`src/rtl/snake_body_draw_pkg.sv`:
```
// Shared types and constants for the snake sprite renderer.
package snake_pkg;

  localparam int unsigned COORD_W = 11;

  localparam logic [3:0] DIR_UP    = 4'b1000;
  localparam logic [3:0] DIR_DOWN  = 4'b0100;
  localparam logic [3:0] DIR_LEFT  = 4'b0010;
  localparam logic [3:0] DIR_RIGHT = 4'b0001;

  localparam logic [11:0] TRANSPARENT = 12'hFFF;

  typedef struct packed {
    logic [3:0] r;
    logic [3:0] g;
    logic [3:0] b;
  } rgb12_t;

  typedef struct packed {
    logic [COORD_W-1:0] x;
    logic [COORD_W-1:0] y;
  } seg_t;

endpackage

```
`src/rtl/snake_body_draw_if.sv`:
```
// Sprite lookup bus: stage-1 hit registers in, raw texel out.
interface snake_body_draw_if #(
  parameter int unsigned TILE = 32
);
  import snake_pkg::*;

  localparam int unsigned OFF_W = $clog2(TILE);

  logic             head;
  logic [3:0]       dir;
  logic [OFF_W-1:0] ox;
  logic [OFF_W-1:0] oy;
  rgb12_t           texel;

  modport master (output head, dir, ox, oy, input texel);
  modport slave  (input head, dir, ox, oy, output texel);

endinterface

```
`src/rtl/snake_body_draw_sprite_rom.sv`:
```
// Head/body bitmaps with head orientation transform; purely combinational.
module snake_sprite_rom
  import snake_pkg::*;
#(
  parameter int unsigned TILE = 32
) (
  snake_body_draw_if.slave bus
);

  localparam int unsigned OFF_W = $clog2(TILE);
  localparam logic [OFF_W-1:0] EDGE = OFF_W'(TILE - 1);

  // Head: four transparent corners, row/col coded into the channels.
  function automatic rgb12_t head_texel(input logic [OFF_W-1:0] r, input logic [OFF_W-1:0] c);
    logic [5:0] r6;
    logic [5:0] c6;
    r6 = 6'(r);
    c6 = 6'(c);
    if ((r == '0 || r == EDGE) && (c == '0 || c == EDGE)) return TRANSPARENT;
    return {r6[3:0], c6[3:0], r6[5:4], c6[5:4]};
  endfunction

  // Body: transparent top-left texel, otherwise a row^col pattern.
  function automatic rgb12_t body_texel(input logic [OFF_W-1:0] r, input logic [OFF_W-1:0] c);
    logic [5:0] r6;
    logic [5:0] c6;
    r6 = 6'(r);
    c6 = 6'(c);
    if (r == '0 && c == '0) return TRANSPARENT;
    return {r6[3:0] ^ c6[3:0] ^ 4'hD, r6[3:0], c6[3:0]};
  endfunction

  logic [OFF_W-1:0] row_c;
  logic [OFF_W-1:0] col_c;

  always_comb begin
    row_c = bus.oy;
    col_c = bus.ox;
    if (bus.head) begin
      case (bus.dir)
        DIR_DOWN:  begin row_c = EDGE - bus.oy; col_c = bus.ox;        end
        DIR_LEFT:  begin row_c = bus.ox;        col_c = bus.oy;        end
        DIR_RIGHT: begin row_c = EDGE - bus.ox; col_c = EDGE - bus.oy; end
        default:   begin row_c = bus.oy;        col_c = bus.ox;        end
      endcase
    end
  end

  always_comb begin
    bus.texel = bus.head ? head_texel(row_c, col_c) : body_texel(row_c, col_c);
  end

endmodule

```
`src/rtl/snake_body_draw.sv`:
```
// Snake segment buffer plus two-stage pixel renderer (hit test, sprite lookup).
// Optional macro SNAKE_BODY_STRIPE_EN: odd body segments drawn at half brightness.
module snake_body_draw
  import snake_pkg::*;
#(
  parameter int unsigned TILE    = 32,
  parameter int unsigned MAX_LEN = 16,
  parameter int unsigned START_X = 0,
  parameter int unsigned START_Y = 0
) (
  input  logic        clk,
  input  logic        resetN,
  input  logic [10:0] pxl_x,
  input  logic [10:0] pxl_y,
  input  logic        step,
  input  logic        grow,
  input  logic [10:0] head_x,
  input  logic [10:0] head_y,
  input  logic [3:0]  direction,
  output logic [3:0]  Red_level,
  output logic [3:0]  Green_level,
  output logic [3:0]  Blue_level,
  output logic        Drawing,
  output logic [6:0]  length,
  output logic        full
);

  localparam int unsigned OFF_W = $clog2(TILE);
  localparam int unsigned IDX_W = $clog2(MAX_LEN);
  localparam int unsigned LEN_W = 7;
  localparam seg_t START_SEG = {COORD_W'(START_X), COORD_W'(START_Y)};

  seg_t             seg_q [MAX_LEN];
  logic [LEN_W-1:0] len_q, len_d;
  logic             grow_pend_q, grow_pend_d;
  logic             full_q;

  // Grow requests collapse into one pending flag consumed by the next step.
  always_comb begin
    len_d       = len_q;
    grow_pend_d = grow_pend_q;
    if (step) begin
      grow_pend_d = 1'b0;
      if ((grow || grow_pend_q) && len_q < LEN_W'(MAX_LEN)) len_d = len_q + LEN_W'(1);
    end else if (grow) begin
      grow_pend_d = 1'b1;
    end
  end

  always_ff @(posedge clk or negedge resetN) begin
    if (!resetN) begin
      for (int unsigned i = 0; i < MAX_LEN; i++) seg_q[i] <= START_SEG;
      len_q       <= LEN_W'(1);
      grow_pend_q <= 1'b0;
      full_q      <= 1'b0;
    end else begin
      if (step) begin
        seg_q[0] <= {head_x, head_y};
        for (int unsigned i = 1; i < MAX_LEN; i++) seg_q[i] <= seg_q[i-1];
      end
      len_q       <= len_d;
      grow_pend_q <= grow_pend_d;
      full_q      <= (len_d == LEN_W'(MAX_LEN));
    end
  end

  logic             hit_c;
  logic [IDX_W-1:0] idx_c;
  logic [OFF_W-1:0] ox_c, oy_c;

  // Walk from tail to head so the lowest matching index wins.
  always_comb begin
    hit_c = 1'b0;
    idx_c = '0;
    ox_c  = '0;
    oy_c  = '0;
    for (int i = int'(MAX_LEN) - 1; i >= 0; i--) begin
      if (LEN_W'(i) < len_q &&
          {1'b0, pxl_x} >= {1'b0, seg_q[i].x} &&
          {1'b0, pxl_x} <= {1'b0, seg_q[i].x} + 12'(TILE - 1) &&
          {1'b0, pxl_y} >= {1'b0, seg_q[i].y} &&
          {1'b0, pxl_y} <= {1'b0, seg_q[i].y} + 12'(TILE - 1)) begin
        hit_c = 1'b1;
        idx_c = IDX_W'(i);
        ox_c  = OFF_W'(pxl_x - seg_q[i].x);
        oy_c  = OFF_W'(pxl_y - seg_q[i].y);
      end
    end
  end

  logic             s1_valid_q, s1_hit_q;
  logic [IDX_W-1:0] s1_idx_q;
  logic [OFF_W-1:0] s1_ox_q, s1_oy_q;
  logic [3:0]       s1_dir_q;

  always_ff @(posedge clk or negedge resetN) begin
    if (!resetN) begin
      s1_valid_q <= 1'b0;
      s1_hit_q   <= 1'b0;
      s1_idx_q   <= '0;
      s1_ox_q    <= '0;
      s1_oy_q    <= '0;
      s1_dir_q   <= DIR_UP;
    end else begin
      s1_valid_q <= 1'b1;
      s1_hit_q   <= hit_c;
      s1_idx_q   <= idx_c;
      s1_ox_q    <= ox_c;
      s1_oy_q    <= oy_c;
      s1_dir_q   <= direction;
    end
  end

  snake_body_draw_if #(.TILE(TILE)) rom_bus ();

  assign rom_bus.head = (s1_idx_q == '0);
  assign rom_bus.dir  = s1_dir_q;
  assign rom_bus.ox   = s1_ox_q;
  assign rom_bus.oy   = s1_oy_q;

  snake_sprite_rom #(.TILE(TILE)) u_rom (.bus(rom_bus.slave));

  rgb12_t shade_c;
  logic   opaque_c;

  always_comb begin
    shade_c = rom_bus.texel;
`ifdef SNAKE_BODY_STRIPE_EN
    if (s1_idx_q[0]) begin
      shade_c.r = rom_bus.texel.r >> 1;
      shade_c.g = rom_bus.texel.g >> 1;
      shade_c.b = rom_bus.texel.b >> 1;
    end
`endif
  end

  assign opaque_c = s1_valid_q && s1_hit_q && (rom_bus.texel != TRANSPARENT);

  rgb12_t rgb_q;
  logic   drawing_q;

  // Colour holds across transparent or missed pixels.
  always_ff @(posedge clk or negedge resetN) begin
    if (!resetN) begin
      drawing_q <= 1'b0;
      rgb_q     <= 12'hFFF;
    end else begin
      drawing_q <= opaque_c;
      if (opaque_c) rgb_q <= shade_c;
    end
  end

  assign Red_level   = rgb_q.r;
  assign Green_level = rgb_q.g;
  assign Blue_level  = rgb_q.b;
  assign Drawing     = drawing_q;
  assign length      = len_q;
  assign full        = full_q;

endmodule

```
`config.mk`:
```
export PLATFORM = sky130hd
export DESIGN_NAME = snake_body_draw
export DESIGN_NICKNAME = d
export VERILOG_FILES = /design/src/rtl/snake_body_draw_pkg.sv /design/src/rtl/snake_body_draw_if.sv /design/src/rtl/snake_body_draw_sprite_rom.sv /design/src/rtl/snake_body_draw.sv
export SDC_FILE = /design/constraint.sdc
export NUM_CORES = 2
export LEC_CHECK = 0
export CORE_ASPECT_RATIO = 0.6
export CORE_MARGIN = 4
export CORE_UTILIZATION = 59
export CTS_CLUSTER_SIZE = 12
export DETAILED_ROUTE_END_ITERATION = 10
export PLACE_DENSITY = 0.79
export SLEW_MARGIN = 25
export SYNTH_ARGS = -nofsm -noshare
export SYNTH_HDL_FRONTEND = slang
export SYNTH_SLANG_ARGS = --single-unit
```
`constraint.sdc`:
```
create_clock -name clk -period 3.8 [get_ports clk]
set_input_delay 0.76 -clock clk [delete_from_list [all_inputs] [get_ports clk]]
set_output_delay 0.76 -clock clk [all_outputs]
set_load 0.005 [all_outputs]
```
==> impl_metrics.csv <==
group,metric,value,unit
outcome,outcome,"finished, violations left",
outcome,violations,"negative setup slack",
clock_network,cts_root_buffer,"clkbuf_16",
routing,ant_nets,0,
critical_path,worst_setup_path_start_kind,"register",
logic_synthesis,synth_warnings,0,
die,io_pins,73,
logic_synthesis,syn_inst,4862,
clock_network,cts_hold_buf,0,
routing,drt_iter0_drc,6309,
die,initial_utilization,60.31,%
sta,min_period,4.181,ns
global_route,grt_max_degree,182,
critical_path,rrSetupSlack,-0.38,ns
power,power.density,504.6,nW/µm²
logic_synthesis,synth-main-ff-cell,"dfrtp_1",
critical_path,critPathRequiredTime,4.35,ns
routing,vias,45670,
critical_path,crit_family,"compound AO/OA/AOI/OAI gates",
critical_path,rr_endpoint,"rom_bus.ox[0]",
logic_synthesis,ys_ff_latch,394,
layout,area_growth,34.83,%
logic_synthesis,synth_area,40380,µm²
sta,timing.hold.ws,0.1829,ns
clock_network,cts_buffers,44,
place,gp_congestion,1.031,
clock_network,clk_pin_slew,0.07,ns
run,max-cap-violations,0,
critical_path,critPathArrivalTime,4.74,ns
critical_path,cp-end-kind,"register",
layout,n_antenna_cell,0,
routing,drt_first_pass_iters,9,
critical_path,max_stage_delay,0.48,ns
routing,wl_per_cell,23.71,µm
sta,slew_violations,0,
routing,wl,166300,µm
sta,worst_slack,-0.3813,ns
logic_synthesis,avgSynthCellArea,8.305,µm²
place,io_buffers,72,
power,power.total,27.47,mW
global_route,grt_use_total,42.49,%
layout,drive_above_1_share,26.61,%
power,irDropWorstVdd,0.0003974,V
sta,rsz0062_at_grt,"true",
sta,skew,0.03238,ns
critical_path,crit_chain,"inv_1 > ha_1 > a31oi_2 > buf_4 > nand3_1 > xnor2_1 > ha_1 > nor3_1 > a211oi_1 > o211ai_1 > and3b_2 > buf_4 > o211ai_1 > o211a_1 > a2111oi_2 > o21ai_1 > a21oi_1",
critical_path,critPathMaxFanout,3,
clock_network,htreeDepth,2,
critical_path,cp_slowest_cell,"o211ai_1",
sta,final_hold_viol_count,0,
worst_hold_path,hold_class,"in -> async",
clock_network,clock_path_buffers,3,
die,fp.dieH,210.6,µm
sta,max_freq,239.2,MHz
global_route,grt_pass1_vias,42795,
critical_path,reg2reg_depth,17,
sta,setup_violations,18,
place,hpwl,125200,µm
routing,drc,0,
global_route,antenna_found_initial,4,
logic_synthesis,ys_async_sr_fraction,100.0,%
sta,timing.max_slew.rel_slack,44.93,%
critical_path,worst-path-buf-inv,3,
routing,routed_via_density,6.511,
die,core_area,66950,µm²
clock_network,cts_tree,"yes",
layout,nNetsFinal,6901,
global_route,grt_pass1_wl,245600,µm
logic_synthesis,synth_nets,5683,
power,leakage,25.34,nW
logic_synthesis,yosysSeqAreaShare,24.46,%
sta,tightest_slew,0.8261,ns
logic_synthesis,synth-edff-count,0,
critical_path,r2r-start,"seg_q[187]",
die,std_cell_rows,73,
clock_network,cts_num_sinks,394,
critical_path,critical_path_class,"reg -> reg",
sta,period_share,110.0,%
global_route,overflow,0,
layout,nFillCells,4069,
logic_synthesis,yosysUniqueCellTypes,91,
die,dieArea,72830,µm²
die,die_x,345.7,µm
clock_network,clk_latency,0.63,ns
==> power breakdown <==
part / internal (mW) / total, mW / switching, mW
registers: 4.99 / 5.85 / 0.862
logic: 7.69 / 16.8 / 9.14
clock network: 2.75 / 4.80 / 2.05
total: 15.4 / 27.5 / 12.0
==> per-stage QoR <==
step	instances	area, µm²	TNS, ns	utilization [%]	setup slack [ns]
after floorplan	4862	40410	-0.002057	-	-0.002057
after global placement	6894	51030	-13.63	76.23	-1.063
after detailed placement	6894	51030	-14.13	76.23	-1.055
after CTS	6992	53240	-3.190	79.52	-0.3203
after global routing	7014	54440	-5.111	81.32	-0.4592
final	7014	54440	-3.482	81.32	-0.3813
==> worst max-delay path by stage <==
stage	start	end	slack [ns]	depth (start not counted)
2_1_floorplan	pxl_x[0]	rom_bus.oy[4]	-0.002	13
3_3_place_gp	pxl_y[0]	rom_bus.ox[0]	-1.06	16
3_5_place_dp	pxl_y[0]	rom_bus.ox[0]	-1.05	16
4_1_cts	seg_q[57]	rom_bus.oy[2]	-0.32	17
5_1_grt	seg_q[35]	rom_bus.ox[2]	-0.46	17
6_report	seg_q[187]	rom_bus.ox[0]	-0.38	17
==> synth_stat cells, types with 29 or more instances <==
library cell,number,share of area (%)
fa_1,32,1.6
o211ai_1,47,0.87
a211oi_1,57,1.1
inv_1,436,4.1
nand2_1,597,5.5
clkbuf_1,113,1.1
a21o_1,86,1.6
xnor2_1,308,6.7
nor2_1,181,1.7
nor3_1,151,1.9
o21a_1,55,1.0
and3_1,29,0.45
a21oi_1,210,2.6
nor4_1,41,0.64
a31oi_1,75,1.2
o21ai_0,520,6.4
ha_1,737,23
xor2_1,33,0.72
nor2b_1,50,0.77
nand3_1,136,1.7
dfrtp_1,380,24
nand4_1,127,2.0
==> layer usage <==
metal  vias to the layer above  global-route usage (%)  part of all wire (%)
met4                         8                   10.12                   3.6
met1                     21586                   61.84                    41
li1                      20111                       -                     -
met2                      3396                   57.10                    38
met5                         -                   1.276                  0.10
met3                       569                   18.79                    17
==> state kept, by name, indices dropped and copies added, names as in the netlist <==
name and flops:
seg_q 352, length 7, rom_bus.ox 5, rom_bus.oy 5
Blue_level 4, Green_level 4, Red_level 4, rom_bus.dir 4
s1_idx_q 4, Drawing 1, full 1, grow_pend_q 1
s1_hit_q 1, s1_valid_q 1
==> final cells by class <==
cell class	instances	area (µm²)	area share, %
timing repair buffer	1299	10360	19.03
inverter	436	1647	3.024
clock buffer	72	1419	2.606
clock inverter	8	135.1	0.2482
tap	900	1126	2.068
multi-input combinational	3905	29870	54.87
sequential	394	9887	18.16
==> cell usage in the layout (no fill, tap or decap), drive strengths merged, types with 32 or more instances in the layout <==
cell type	synthesis	final
a211oi	57	57
a21o	86	86
a21oi	212	212
a31oi	75	75
buf	14	1249
clkbuf	113	72
clkdlybuf4s50	0	50
dfrtp	380	380
fa	32	32
ha	737	737
inv	436	435
nand2	597	597
nand3	136	136
nand4	127	127
nor2	182	182
nor2b	50	50
nor3	151	151
nor4	42	42
o211ai	47	47
o21a	55	55
o21ai	527	527
xnor2	308	308
xor2	33	33
==> repair_timing <==
| action | CTS | global route |
|---|---|---|
| cloned | 0 | 0 |
| resized for setup | 122 | 225 |
| setup endpoints to repair | 15 | 24 |
| setup buffers | 20 | 24 |
| pin swaps | 47 | 100 |
==> logic make-up after synthesis <==
| family | after synthesis | synth area share, % |
|---|---|---|
| buffers and inverters | 563 | 5.292 |
| XOR/XNOR | 341 | 7.396 |
| AND/OR/NAND/NOR | 1444 | 17.18 |
| multiplexers | 15 | 0.4741 |
| adder cells (fa/ha/maj) | 769 | 24.42 |
| AO/OA/AOI/OAI | 1335 | 20.77 |
| other | 1 | 0.009287 |
| flip-flops | 394 | 24.46 |
No activity file was read; power rests on OpenSTA's default activity.
